--- config.mk ---
export PLATFORM = sky130hd
export DESIGN_NAME = instr_sequencer
export DESIGN_NICKNAME = d
export VERILOG_FILES = /design/src/rtl/seq_pkg.sv /design/src/rtl/alu8.sv /design/src/rtl/instr_sequencer.sv
export SDC_FILE = /design/constraint.sdc
export NUM_CORES = 1
export LEC_CHECK = 0
export CAP_MARGIN = 0
export CORE_MARGIN = 2
export CORE_UTILIZATION = 24
export CTS_CLUSTER_DIAMETER = 100
export DETAILED_ROUTE_END_ITERATION = 10
export PLACE_DENSITY_LB_ADDON = 0.2
export SYNTH_ARGS = -nofsm -noshare
export SYNTH_HDL_FRONTEND = slang
export SYNTH_HIERARCHICAL = 1
export SYNTH_SLANG_ARGS = --single-unit
--- constraint.sdc ---
create_clock -name clk -period 3.6 [get_ports clk]
set_input_delay 0.36 -clock clk [delete_from_list [all_inputs] [get_ports clk]]
set_output_delay 0.36 -clock clk [all_outputs]
set_load 0.005 [all_outputs]
--- src/rtl/seq_pkg.sv ---
`default_nettype none
// ============================================================================
//  Module      : seq_pkg
//  Description : Shared definitions for the instr_sequencer controller:
//                opcodes, controller states and instruction field positions.
//  Revision    : 1.0 - initial release
// ============================================================================
package seq_pkg;

    // Opcodes carried in instruction bits [7:6]
    localparam logic [1:0] OP_ADD  = 2'b00;
    localparam logic [1:0] OP_ADDI = 2'b01;
    localparam logic [1:0] OP_SUB  = 2'b10;
    localparam logic [1:0] OP_JMP  = 2'b11;

    // Controller phases; explicit 2-bit encoding
    typedef enum logic [1:0] {
        ST_FETCH  = 2'd0,
        ST_DECODE = 2'd1,
        ST_EXEC   = 2'd2,
        ST_WB     = 2'd3
    } seq_state_e;

    // Instruction field positions: op[7:6] rs[5:4] rt[3:2] rd[1:0]
    localparam int OP_MSB  = 7;
    localparam int OP_LSB  = 6;
    localparam int RS_MSB  = 5;
    localparam int RS_LSB  = 4;
    localparam int RT_MSB  = 3;
    localparam int RT_LSB  = 2;
    localparam int RD_MSB  = 1;
    localparam int RD_LSB  = 0;
    localparam int JOFF_W  = 6;   // jump offset lives in bits [5:0]

endpackage
`default_nettype wire

--- src/rtl/alu8.sv ---
`default_nettype none
// ============================================================================
//  Module      : alu8
//  Description : Combinational 8-bit add/subtract. The signed-overflow output
//                exists only when SEQ_OVF_FLAG_EN is defined.
//  Revision    : 1.0 - initial release
// ============================================================================
module alu8
    import seq_pkg::*;
(
    input  logic [7:0] a_i,
    input  logic [7:0] b_i,
    input  logic       sub_i,
`ifdef SEQ_OVF_FLAG_EN
    output logic       ovf_o,
`endif
    output logic [7:0] y_o
);

    logic [7:0] w_b_eff;

    // Subtraction is a + ~b + 1; the carry-in is the sub select itself
    always_comb begin
        w_b_eff = sub_i ? ~b_i : b_i;
        y_o     = a_i + w_b_eff + {7'd0, sub_i};
`ifdef SEQ_OVF_FLAG_EN
        // Same-sign operands producing an opposite-sign result overflowed
        ovf_o   = (a_i[7] == w_b_eff[7]) && (y_o[7] != a_i[7]);
`endif
    end

endmodule
`default_nettype wire

--- src/rtl/instr_sequencer.sv ---
`default_nettype none
// ============================================================================
//  Module      : instr_sequencer
//  Description : Fetch/decode/execute/write-back controller for the 8-bit
//                microprocessor. Owns the PC and drives the 4x8 register
//                file. Optional sticky overflow flag: SEQ_OVF_FLAG_EN.
//  Revision    : 1.0 - initial release
// ============================================================================
module instr_sequencer
    import seq_pkg::*;
#(
    parameter int PC_W   = 8,
    parameter int DATA_W = 8
) (
    input  logic              clk,
    input  logic              reset_n,
    input  logic              Run,
    output logic              InstrReq,
    output logic [PC_W-1:0]   InstrAddr,
    input  logic [7:0]        Instr,
    input  logic              InstrValid,
    output logic [1:0]        Read1,
    output logic [1:0]        Read2,
    input  logic [DATA_W-1:0] ReadD1,
    input  logic [DATA_W-1:0] ReadD2,
    output logic              RegWrite,
    output logic [1:0]        WriteR,
    output logic [DATA_W-1:0] WriteD,
`ifdef SEQ_OVF_FLAG_EN
    output logic              Ovf,
`endif
    output logic              InstrDone
);

    seq_state_e        state_q, state_d;
    logic [PC_W-1:0]   pc_q, pc_d;
    logic [7:0]        ir_q, ir_d;
    logic [DATA_W-1:0] a_q, a_d, b_q, b_d;
    logic [1:0]        read1_q, read1_d, read2_q, read2_d;
    logic              regwrite_q, regwrite_d;
    logic [1:0]        writer_q, writer_d;
    logic [DATA_W-1:0] writed_q, writed_d;
    logic              done_q, done_d;
`ifdef SEQ_OVF_FLAG_EN
    logic              ovf_q, ovf_d;
    logic              alu_ovf;
`endif

    logic [1:0]        op;
    logic [7:0]        alu_b;
    logic [7:0]        alu_y;
    logic [PC_W-1:0]   jmp_target;

    assign op = ir_q[OP_MSB:OP_LSB];

    // ADDI replaces operand B with the sign-extended 2-bit immediate
    assign alu_b = (op == OP_ADDI) ? {{6{ir_q[RD_MSB]}}, ir_q[RD_MSB:RD_LSB]} : b_q;

    // Jump target is relative to the instruction following the JMP
    assign jmp_target = pc_q + PC_W'(1)
                      + {{(PC_W-JOFF_W){ir_q[JOFF_W-1]}}, ir_q[JOFF_W-1:0]};

    alu8 u_alu (
        .a_i   (a_q),
        .b_i   (alu_b),
        .sub_i (op == OP_SUB),
`ifdef SEQ_OVF_FLAG_EN
        .ovf_o (alu_ovf),
`endif
        .y_o   (alu_y)
    );

    // Request is decoded from state; gated by reset so it is low during reset
    assign InstrReq  = reset_n && Run && (state_q == ST_FETCH);
    assign InstrAddr = pc_q;
    assign Read1     = read1_q;
    assign Read2     = read2_q;
    assign RegWrite  = regwrite_q;
    assign WriteR    = writer_q;
    assign WriteD    = writed_q;
    assign InstrDone = done_q;
`ifdef SEQ_OVF_FLAG_EN
    assign Ovf       = ovf_q;
`endif

    // Next-state logic for the four-phase instruction cycle
    always_comb begin
        state_d    = state_q;
        pc_d       = pc_q;
        ir_d       = ir_q;
        a_d        = a_q;
        b_d        = b_q;
        read1_d    = read1_q;
        read2_d    = read2_q;
        regwrite_d = 1'b0;
        writer_d   = writer_q;
        writed_d   = writed_q;
        done_d     = 1'b0;
`ifdef SEQ_OVF_FLAG_EN
        ovf_d      = ovf_q;
`endif
        case (state_q)
            ST_FETCH: begin
                // Memory acknowledge counts only while the request is up
                if (Run && InstrValid) begin
                    ir_d    = Instr;
                    read1_d = Instr[RS_MSB:RS_LSB];
                    read2_d = Instr[RT_MSB:RT_LSB];
                    state_d = ST_DECODE;
                end
            end
            ST_DECODE: begin
                a_d     = ReadD1;
                b_d     = ReadD2;
                state_d = ST_EXEC;
                // JMP retires in EXEC, so its done pulse is armed here
                done_d  = (op == OP_JMP);
            end
            ST_EXEC: begin
                if (op == OP_JMP) begin
                    pc_d    = jmp_target;
                    state_d = ST_FETCH;
                end else begin
                    writed_d   = alu_y;
                    writer_d   = (op == OP_ADDI) ? ir_q[RT_MSB:RT_LSB] : ir_q[RD_MSB:RD_LSB];
                    regwrite_d = 1'b1;
                    done_d     = 1'b1;
                    state_d    = ST_WB;
`ifdef SEQ_OVF_FLAG_EN
                    ovf_d      = ovf_q | alu_ovf;
`endif
                end
            end
            ST_WB: begin
                pc_d    = pc_q + PC_W'(1);
                state_d = ST_FETCH;
            end
            default: state_d = ST_FETCH;
        endcase
    end

    // State and output registers; reset aborts any instruction in flight
    always_ff @(posedge clk or negedge reset_n) begin
        if (!reset_n) begin
            state_q    <= ST_FETCH;
            pc_q       <= '0;
            ir_q       <= '0;
            a_q        <= '0;
            b_q        <= '0;
            read1_q    <= '0;
            read2_q    <= '0;
            regwrite_q <= 1'b0;
            writer_q   <= '0;
            writed_q   <= '0;
            done_q     <= 1'b0;
`ifdef SEQ_OVF_FLAG_EN
            ovf_q      <= 1'b0;
`endif
        end else begin
            state_q    <= state_d;
            pc_q       <= pc_d;
            ir_q       <= ir_d;
            a_q        <= a_d;
            b_q        <= b_d;
            read1_q    <= read1_d;
            read2_q    <= read2_d;
            regwrite_q <= regwrite_d;
            writer_q   <= writer_d;
            writed_q   <= writed_d;
            done_q     <= done_d;
`ifdef SEQ_OVF_FLAG_EN
            ovf_q      <= ovf_d;
`endif
        end
    end

endmodule
`default_nettype wire

======== Word-level counts from Yosys, hierarchy flattened ========
Cells that the tools add are included.
Widths: inputs -> output; s select.
operators by class
  add/subtract/negate cells ............... 4
  equal/unequal tests ..................... 8
  multiplexer cells ....................... 11
  bitwise logic cells ..................... 2
  reductions and logical operators ........ 8
operators with widths
  kind                 number
  $mux 8               3
  $add 8x8->8          2
  $pmux 8 s2           1
  $add 8x1->8          1
  $add 8x1->8 const B  1
  $eq 2x2->1 const B   4
  $not 8->8            1
  $pmux 2 s4           1
  $mux 2               3
  $reduce_and 2->1     3
  $eq 2x1->1 const B   2
  $logic_and 1x1->1    3
  $logic_not 2->1      1
  $mux 1               2
  $ne 2x1->1 const B   1
  $ne 2x2->1 const B   1
  $pmux 1 s2           1
  $reduce_bool 2->1    1
  $not 1->1            1
word-level totals
  register bits after elaboration ......... 50
  input bits .............................. 28
  output and inout bits ................... 25
  logic and storage cells ................. 44

======== Longest topological paths before layout ========
Gate-level depths: netlist of the first run.
  word-level depth ........................ 6
  mapped depth ............................ 11
  mapped depth without buffers ............ 10

======== Cells and area by module ========
Netlist of the first run, hierarchy kept.
modules (own cells, without submodules)
  module           instances  cells each  area an instance (um2)  sequential area each (um2)
  instr_sequencer  1          220         2426.1                  1151.1
  alu8             1          47          394.1                   0.0

======== Worst setup path before layout of the first run ========
OpenSTA, ideal clock, no wires.
  kind .................................... register to register
  start point ............................. register ir_q[6]
  end point ............................... register writed_q[6] (netlist: WriteD[6])
  library setup time ...................... 128 ps
  arrival time ............................ 2710 ps
  required time ........................... 3472 ps
  path slack .............................. 763 ps
  stages on the path, launching flop included .. 11
  path buffers ............................ 1
  clock period less this slack ............ 2837 ps
  cells stage by stage .................... dfrtp_1 > nand2b_1 > clkbuf_1 > mux2_2 > mux2_4 > fa_1 > a21o_1 > a21oi_1 > nand3b_1 > nand3_1 > mux2_1
between the ends
  word-level cells in the longest chain between the ends .. 6
  elaborated cells between the ends (all ways) .. 10
  classes of those cells .................. 2 x add/sub; 3 x eq/ne; 2 x mux; 2 x bitwise; 1 x reduce/logical
ends and longest elaborated chain
  item                    line                    text
  start, declared         instr_sequencer.sv:37   logic [7:0] ir_q, ir_d;
  start signal, assigned  instr_sequencer.sv:162  ir_q <= ir_d;
  $eq 2x1->1 *            instr_sequencer.sv:57   assign alu_b = (op == OP_ADDI) ? {{6{ir_q[RD_MSB]}}, ir_q[RD_MSB:RD_LSB]} : b_q;
  $mux 8 *                instr_sequencer.sv:57
  net alu_b[0]            instr_sequencer.sv:50   logic [7:0] alu_b;
  $not 8->8               alu8.sv:24              w_b_eff = sub_i ? ~b_i : b_i;
  $mux 8 *                alu8.sv:24
  $add 8x8->8 *           alu8.sv:25              y_o = a_i + w_b_eff + {7'd0, sub_i};
  $add 8x1->8 *           alu8.sv:25
  net alu_y[6]            instr_sequencer.sv:51   logic [7:0] alu_y;
  end signal, assigned    instr_sequencer.sv:169  writed_q <= writed_d;
  end, declared           instr_sequencer.sv:42   logic [DATA_W-1:0] writed_q, writed_d;
Mark *: on every way through the listed nets, which the timed path passes. The rest lies on a longest branch.
A chain may end at the register's enable or synchronous reset.

======== Final worst setup path of the first run ========
  start point ............................. register ir_q[7]
  end point ............................... register writed_q[6] (netlist: WriteD[6])
The elaborated chain is that of the path after synthesis.

==> impl_metrics.tcl, run 1 <==
set metrics [dict create \
    hpwl_um 4990 \
    hp-class "input port to asynchronous set/reset pin" \
    tns_ns 0 \
    gr-usage-met3_pct 2.81 \
    worstSetupPathType "flop to flop" \
    clk_pin_slew_ns 0.07 \
    synth_fp_nets 312 \
    ir_drop_mv 0.304 \
    slew_headroom_pct 52.8 \
    crit_fanout 10 \
    port_buffers 52 \
    post_cts_buffers 0 \
    grt_max_degree 47 \
    arrival_ns 3.12 \
    rsz0062_at_grt "no" \
    worstSkewPairLatency_ns 0.29 \
    cp_top_family "multiplexers" \
    hold_violations 0 \
    htree_levels 2 \
    grt_most_used_layer "met2" \
    cts.sinks 46 \
    wl_per_cell_um 14.6 \
    grt-ovfl-total 0 \
    setup_viol 0 \
    antenna_cells 0 \
    clkPwrFrac_pct 12.0 \
    place.gp.congestion 0.795 \
    clk_path_buf_depth 2 \
    dieWidth_um 112 \
    drt_iter0_markers 75 \
    drive_gt1_share_pct 16.1 \
    drt_pass1_iterations 4 \
    cts_root_buf "clkbuf_16" \
    ys_seq_area_share_pct 40.8 \
    placementRows 39 \
    layout_min_cycle_time_ns 2.94 \
    layoutNonFillerInstCount 460 \
    ys_types 54 \
    synth_top_area_cell "dfrtp_1" \
    dieHeight_um 112 \
    fill_cells 1183 \
    synth_flop_cell "dfrtp_1" \
    critPathBufInv 0 \
    post_cts_resized 0 \
    fin_skew_ns 0.00416 \
    ios 53 \
    avgSynthCellArea_um2 10.6 \
    cap_violations 0 \
    crit_path_top_delay_cell "mux2_2" \
    drcViolationCount 0 \
    globalRouteMet1Util_pct 16.5 \
    seqPwrFrac_pct 23.7 \
    p_leak_nw 1.57 \
    dr_total_vias 2079 \
    ant_nets 0 \
    syn_to_final_growth_pct 29.1 \
    p_switching_mw 1.86 \
    synth_edf_count 0 \
    slowest_delay_ns 0.42 \
    end_kind "flop" \
    worst_pin_slew_ns 0.706 \
    synthArstFlopShare_pct 100 \
    antenna_found_initial 0 \
    cts_buffers 5 \
    routed_wl_um 6720 \
    synth_area_leaders "dfrtp_1 (41%), mux2_2 (12%), ha_1 (6.7%), xor2_1 (4.0%), nand2_1 (3.3%)" \
    grt_pass1_vias 2084 \
    cp_cell_sequence "nand2b_1 > mux2_2 > mux2_4 > fa_1 > a21o_1 > a21oi_1 > nand3b_1 > nand3_1 > mux2_1" \
    required_ns 3.77 \
    start_util_pct 24.6 \
    max_freq_ghz 0.340 \
    cellPowerDensity_nw_per_um2 1220 \
    switching_share_pct 41.8 \
    synth.ff_latch_count 46 \
    yosys_warnings 6 \
    cts_hold_buf 0 \
    dp.cells 452 \
    final_cell_mix "clkdlybuf4s50_1 (51), dfrtp_1 (46), mux2_2 (30), nand2_1 (25), ha_1 (15)" \
    gr-usage-all-layers_pct 11.3 \
    fin_nets 361 \
    synth_top_area_share_pct 40.8 \
    cts_tree "built" \
    final_common_cell "clkdlybuf4s50_1" \
    coreArea_um2 11500 \
    synth_area_um2 2820 \
    outcome "finished clean" \
    design.die.area_um2 12600 \
    grt_pass1_wl_um 11200 \
    grt_util_met2_pct 16.7 \
    fin_crit_sh_pct 81.8 \
    vias_per_cell 4.52 \
    final_max_slew_viol_count 0 \
    crit_path_start_kind "flop" \
    intPower_mw 2.60 \
    p_comb_share_pct 64.4 \
    synthCells 267 \
]
## layer usage
layer,vias up,routed length (um)
met1,982,3470
met4,0,81
met5,-,0
met2,40,2880
met3,6,287
li1,1051,-
## registers in the layout (all words and copies together) (netlist names)
signal	count
WriteR	2
InstrDone	1
state_q	2
InstrAddr	8
ir_q	8
RegWrite	1
b_q	8
WriteD	8
a_q	8
## final cells by class
type / count / area [um2] / area share (%)
flip-flops and latches: 46 / 1150 / 31.6
well taps: 143 / 179 / 4.91
multi-input cells: 200 / 1570 / 43.1
repair buffers: 57 / 553 / 15.2
clock buffers: 6 / 129 / 3.54
inverters: 6 / 22.5 / 0.619
clock inverters: 2 / 37.5 / 1.03
## worst register-to-register path, stage by stage, from the launching register on
cell	delay [ns]
dfrtp_1	0.38
nand2b_1	0.37
mux2_2	0.42
mux2_4	0.33
fa_1	0.41
a21o_1	0.17
a21oi_1	0.24
nand3b_1	0.15
nand3_1	0.07
mux2_1	0.29
## cell usage after synthesis, types with 2 or more instances
library cell	instances
dfrtp_1	46
buf_2	4
or2_1	2
nand3_1	6
mux2i_1	2
a21oi_1	12
xnor2_1	10
nor4_1	3
nand2b_1	4
or3_1	3
inv_1	5
o22ai_1	2
a31oi_1	2
buf_4	4
o21ai_1	3
a211oi_1	3
and3_1	2
nor2b_1	3
fa_1	2
xor2_1	13
mux2_2	30
nor4bb_1	2
nor3_1	5
a221oi_1	2
nor2_1	12
o21ai_0	2
and2_1	4
nand3b_1	3
clkbuf_1	5
mux2_1	3
ha_1	15
nand2_1	25
a21o_1	6
and4_1	2
## through the flow
step	cell area [um2]	hold WS, ns	power (mW)	worst slack, ns	util (%)
global placement	3470	0.492	3.91	0.732	30.3
global route	3640	0.289	4.91	0.482	31.8
CTS	3640	0.278	4.52	0.653	31.8
finish	3640	0.230	4.46	0.656	31.8
detailed placement	3470	0.498	3.96	0.671	30.3
floorplan	2820	0.0644	3.15	0.763	-
## power groups by stage
stage	clock [mW]	sequential [mW]	combinational [mW]
CTS	0.553	1.06	2.90
global placement	0	1.07	2.84
floorplan	0	0.978	2.17
detailed placement	0	1.07	2.89
finish	0.534	1.06	2.87
global route	0.580	1.11	3.22
## logic make-up after synthesis
logic type	share of synthesized area (%)
AND/OR/NAND/NOR	15.3
AO/OA/AOI/OAI	10.5
multiplexers	14.4
flip-flops	40.8
buffers and inverters	3.77
XOR/XNOR	7.14
adder cells (fa/ha/maj)	8.07
## final timing paths
| path | start | to | slack, ns | cells after the start |
|---|---|---|---|---|
| worst max register to register | ir_q[7]$_DFFE_PN0P_ | WriteD[6]$_DFFE_PN0P_ | 0.66 | 9 |
| worst min register to register | WriteD[1]$_DFFE_PN0P_ | WriteD[1]$_DFFE_PN0P_ | 0.51 | 1 |
| max in group asynchronous | reset_n | WriteD[6]$_DFFE_PN0P_ | 2.96 | 2 |
| worst max-delay path | ir_q[7]$_DFFE_PN0P_ | WriteD[6]$_DFFE_PN0P_ | 0.66 | 9 |
| worst min-delay path | reset_n | a_q[4]$_DFFE_PN0P_ | 0.23 | 2 |
| min in group clk | WriteD[1]$_DFFE_PN0P_ | WriteD[1]$_DFFE_PN0P_ | 0.51 | 1 |
Power figures use the tool's default switching activity.
==> run 2: changes to the inputs <==
==> constraint.sdc (replaced) <==
create_clock -name clk -period 2.52 [get_ports clk]
set_input_delay 0.252 -clock clk [delete_from_list [all_inputs] [get_ports clk]]
set_output_delay 0.252 -clock clk [all_outputs]
set_load 0.005 [all_outputs]
==> run 2 against run 1 <==
Clock skew up 0.0013 ns. Critical path depth stayed put. Cell count grew 5.2%. Non-clock buffer count is 24 higher. Die area did not move. Utilization up 2.6 points. Routed wire length is 3.3% higher. Count of clock-buffer cells in the layout unchanged.
==> impl_metrics.tcl, run 2 (same netlist as run 1, synthesis figures left out) <==
set metrics [dict create \
    wl_per_cell_um 14.3 \
    setup_viol 0 \
    vias_per_cell 4.49 \
    routed_wl_um 6940 \
    hpwl_um 5100 \
    hp-class "input port to asynchronous set/reset pin" \
    clk_path_buf_depth 2 \
    design.die.area_um2 12600 \
    htree_levels 2 \
    cap_violations 0 \
    coreArea_um2 11500 \
    max_freq_ghz 0.409 \
    fin_skew_ns 0.00545 \
    fin_nets 385 \
    grt_max_degree 47 \
    final_common_cell "clkdlybuf4s50_1" \
    place.gp.congestion 0.774 \
    port_buffers 52 \
    arrival_ns 2.62 \
    worstSkewPairLatency_ns 0.29 \
    antenna_found_initial 0 \
    final_max_slew_viol_count 0 \
    end_kind "flop" \
    grt_pass1_vias 2206 \
    drt_pass1_iterations 4 \
    crit_fanout 5 \
    cts.sinks 46 \
    fin_crit_sh_pct 97.0 \
    drive_gt1_share_pct 26.4 \
    grt-ovfl-total 0 \
    worstSetupPathType "flop to flop" \
    final_cell_mix "clkdlybuf4s50_1 (51), dfrtp_1 (44), mux2_2 (27), buf_4 (27), nand2_1 (24)" \
    rsz0062_at_grt "yes" \
    slew_headroom_pct 59.3 \
    worst_pin_slew_ns 0.610 \
    drt_iter0_markers 61 \
    start_util_pct 24.6 \
    hold_violations 0 \
    r2r_cells 9 \
    cts_tree "built" \
    antenna_cells 0 \
    outcome "finished clean" \
    crit_path_start_kind "flop" \
    grt_pass1_wl_um 11300 \
    utilization_pct 34.4 \
    syn_to_final_growth_pct 39.8 \
    ios 53 \
    gr-usage-all-layers_pct 11.3 \
    cts_root_buf "clkbuf_16" \
    dieHeight_um 112 \
    layout_min_cycle_time_ns 2.44 \
    placementRows 39 \
    dieWidth_um 112 \
    drcViolationCount 0 \
    fill_cells 1146 \
    ant_nets 0 \
    cts_buffers 5 \
    dr_total_vias 2175 \
    clk_pin_slew_ns 0.07 \
    required_ns 2.70 \
]
==> run 2: worst max-delay path, stage by stage (launching register included) <==
cell and delay, ns:
dfrtp_1 0.40, nand2b_4 0.16, mux2_4 0.31, mux2_4 0.32, fa_2 0.37, a21o_1 0.20
a21oi_2 0.14, buf_4 0.13, xnor2_2 0.05, mux2_4 0.25
==> run 2: metal layers <==
metal	global-route usage [%]	share of wire (%)	vias up
met5	0	0	-
met4	3.66	1.5	0
met3	2.21	3.5	7
met2	17.1	43	49
met1	16.4	52	1020
li1	-	-	1099
==> run 2: final timing paths <==
check | from | end | slack, ns
worst max-delay path | ir_q[7]$_DFFE_PN0P_ | WriteD[4]$_DFFE_PN0P_ | 0.08
worst min-delay path | reset_n | state_q[1]$_DFFE_PN0P_ | 0.12
worst max register to register | ir_q[7]$_DFFE_PN0P_ | WriteD[4]$_DFFE_PN0P_ | 0.08
worst min register to register | b_q[4]$_DFFE_PN0P_ | b_q[4]$_DFFE_PN0P_ | 0.51
max in group asynchronous | reset_n | InstrAddr[0]$_DFFE_PN0P_ | 1.97
min in group clk | b_q[4]$_DFFE_PN0P_ | b_q[4]$_DFFE_PN0P_ | 0.51
==> run 2: final cells by class <==
class	instances	area, um2	share of cell area (%)
multi-input combinational	200	1640	41.7
sequential	46	1150	29.3
timing repair buffer	81	744	18.9
tap	143	179	4.54
clock buffer	6	139	3.52
clock inverter	2	60.1	1.52
inverter	6	22.5	0.571
==> run 2: timing repair <==
| action | 4_1_cts | 5_1_grt |
|---|---|---|
| setup buffers | 2 | 4 |
| resized for setup | 3 | 15 |
| pin swaps | 5 | 14 |
| hold buffers | 0 | 0 |
| endpoints found under the hold margin | 0 | 0 |
| setup endpoints to repair | 1 | 5 |
==> run 2: stage by stage <==
step / area [um2] / setup WS, ns / hold WS, ns / setup TNS (ns) / std cells
after detailed placement: 3620 / -0.0175 / 0.468 / -0.0175 / 470
final: 3940 / 0.0754 / 0.121 / 0 / 484
after global placement: 3620 / 0.0231 / 0.461 / 0 / 470
after floorplan: 2840 / -0.0266 / -0.0436 / -0.0266 / 267
after CTS: 3850 / 0.00693 / 0.150 / 0 / 480
after global routing: 3940 / -0.0839 / 0.194 / -0.238 / 484
Power of run 2 is not shown: default switching activity piles up to over one toggle a cycle in this logic, so the estimate is an artifact.
==> run 3: changes to the inputs <==
--- a/config.mk
+++ b/config.mk
@@ -7,7 +7,7 @@
 export LEC_CHECK = 0
 export CAP_MARGIN = 0
 export CORE_MARGIN = 2
-export CORE_UTILIZATION = 24
+export CORE_UTILIZATION = 40
 export CTS_CLUSTER_DIAMETER = 100
 export DETAILED_ROUTE_END_ITERATION = 10
 export PLACE_DENSITY_LB_ADDON = 0.2
==> run 3 against run 2 <==
The run now ends with negative setup slack left. Register-to-register slack lost 0.096 ns. First-iteration DRC count grew 59%. Cell area is 4.3% lower. Hold slack got worse by 0.027 ns. Clock skew up 0.0010 ns. Die area down 39%. Count of clock-buffer cells in the layout down 1. Routed wire length shrank 7.9%. Flip-flop and latch count unchanged. Critical path type unchanged. Largest cell class unchanged.
==> impl_metrics.tcl, run 3 (same netlist as run 1, synthesis figures left out) <==
set metrics [dict create \
    antenna_found_initial 0 \
    fin_crit_sh_pct 101 \
    port_buffers 52 \
    utilization_pct 55.5 \
    dieHeight_um 88.0 \
    grt_max_degree 47 \
    violations "negative setup slack" \
    setup_viol 1 \
    coreArea_um2 6790 \
    final_cell_mix "clkdlybuf4s50_1 (51), dfrtp_1 (46), mux2_2 (28), buf_4 (26), nand2_1 (25)" \
    dieWidth_um 88.0 \
    max_freq_ghz 0.394 \
    slew_headroom_pct 52.1 \
    worstReg2RegStart "ir_q[6]$_DFFE_PN0P_" \
    crit_fanout 8 \
    drcViolationCount 0 \
    dr_total_vias 2219 \
    hpwl_um 4600 \
    end_kind "flop" \
    grt_pass1_vias 2128 \
    r2r_setup_slack_ns -0.02 \
    syn_to_final_growth_pct 33.8 \
    endpoint "WriteD[7]$_DFFE_PN0P_" \
    design.die.area_um2 7740 \
    wl_per_cell_um 14.7 \
    drive_gt1_share_pct 25.9 \
    final_common_cell "clkdlybuf4s50_1" \
    cts_buffers 5 \
    cts.sinks 46 \
    rsz0062_at_grt "yes" \
    cts_hold_buf 0 \
    clk_path_buf_depth 2 \
    worst_pin_slew_ns 0.714 \
    drt_iter0_markers 97 \
    routed_wl_um 6400 \
    place.gp.congestion 0.778 \
    postLayoutSetupSlackWorst_ns -0.0204 \
    r2r_cells 10 \
    htree_levels 2 \
    ios 53 \
    layout_min_cycle_time_ns 2.54 \
    fin_skew_ns 0.00648 \
    final_max_slew_viol_count 0 \
    worstSetupPathType "flop to flop" \
    hp-class "input port to asynchronous set/reset pin" \
    antenna_cells 0 \
    required_ns 2.72 \
    cts_tree "built" \
    layoutNonFillerInstCount 436 \
    outcome "complete, but fails checks" \
    cts_root_buf "clkbuf_8" \
    drt_pass1_iterations 4 \
    placementRows 30 \
    arrival_ns 2.74 \
    cap_violations 0 \
    fin_nets 384 \
    hold_violations 0 \
    cp-startpoint "ir_q[6]$_DFFE_PN0P_" \
    gr-usage-all-layers_pct 17.5 \
    worstSkewPairLatency_ns 0.30 \
    clk_pin_slew_ns 0.09 \
    vias_per_cell 5.09 \
    grt_pass1_wl_um 10400 \
    crit_path_start_kind "flop" \
    dp.cells 423 \
    timing.rr.end "WriteD[7]$_DFFE_PN0P_" \
    start_util_pct 41.5 \
    ant_nets 0 \
    grt-ovfl-total 0 \
]
## run 3: layout make-up
cell class	count	area, um2
clock buffer	5	68.8
fill	616	3020
timing repair buffer	80	733
clock inverter	3	25.0
tap	96	120
multi-input combinational	200	1650
inverter	6	22.5
sequential	46	1150
## run 3: stage by stage
| step | setup slack, ns | TNS [ns] | instance area (um2) | hold WS (ns) |
|---|---|---|---|---|
| floorplan | -0.0266 | -0.0266 | 2840 | -0.0436 |
| global placement | 0.0384 | 0 | 3560 | 0.471 |
| detailed placement | -0.00817 | -0.00817 | 3560 | 0.468 |
| CTS | -0.00728 | -0.00728 | 3680 | 0.132 |
| global route | -0.126 | -0.260 | 3770 | 0.134 |
| finish | -0.0204 | -0.0204 | 3770 | 0.0948 |
## run 3: how the worst min path moves through the flow
stage            start  cells past startpoint                       end
2_1_floorplan  reset_n                      0  InstrAddr[0]$_DFFE_PN0P_
3_3_place_gp   reset_n                      2        a_q[5]$_DFFE_PN0P_
3_5_place_dp   reset_n                      2     WriteD[5]$_DFFE_PN0P_
4_1_cts        reset_n                      2        b_q[5]$_DFFE_PN0P_
5_1_grt        reset_n                      2        a_q[7]$_DFFE_PN0P_
6_report       reset_n                      2        a_q[6]$_DFFE_PN0P_
## run 3: per-layer routing
metal | track usage, % | part of all wire, % | up-vias
li1 | - | - | 1097
met1 | 24.9 | 49 | 1067
met2 | 27.5 | 47 | 48
met3 | 3.68 | 3.6 | 7
met4 | 3.92 | 0.95 | 0
met5 | 0 | 0 | -
## run 3: timing repair
action	in CTS	in global routing
pin swaps	7	9
setup endpoints to repair	1	5
buffers inserted	1	4
resized for setup	5	11
## run 3: critical path, stage by stage, from the launching register on
cell      delay [ns]
dfrtp_1         0.43
buf_6           0.14
nor2b_1         0.10
buf_4           0.20
xor2_1          0.19
ha_1            0.30
and4_1          0.25
a211oi_4        0.25
a311oi_2        0.15
xnor2_1         0.15
mux2_4          0.26
Power of run 3 is left out for the same reason.
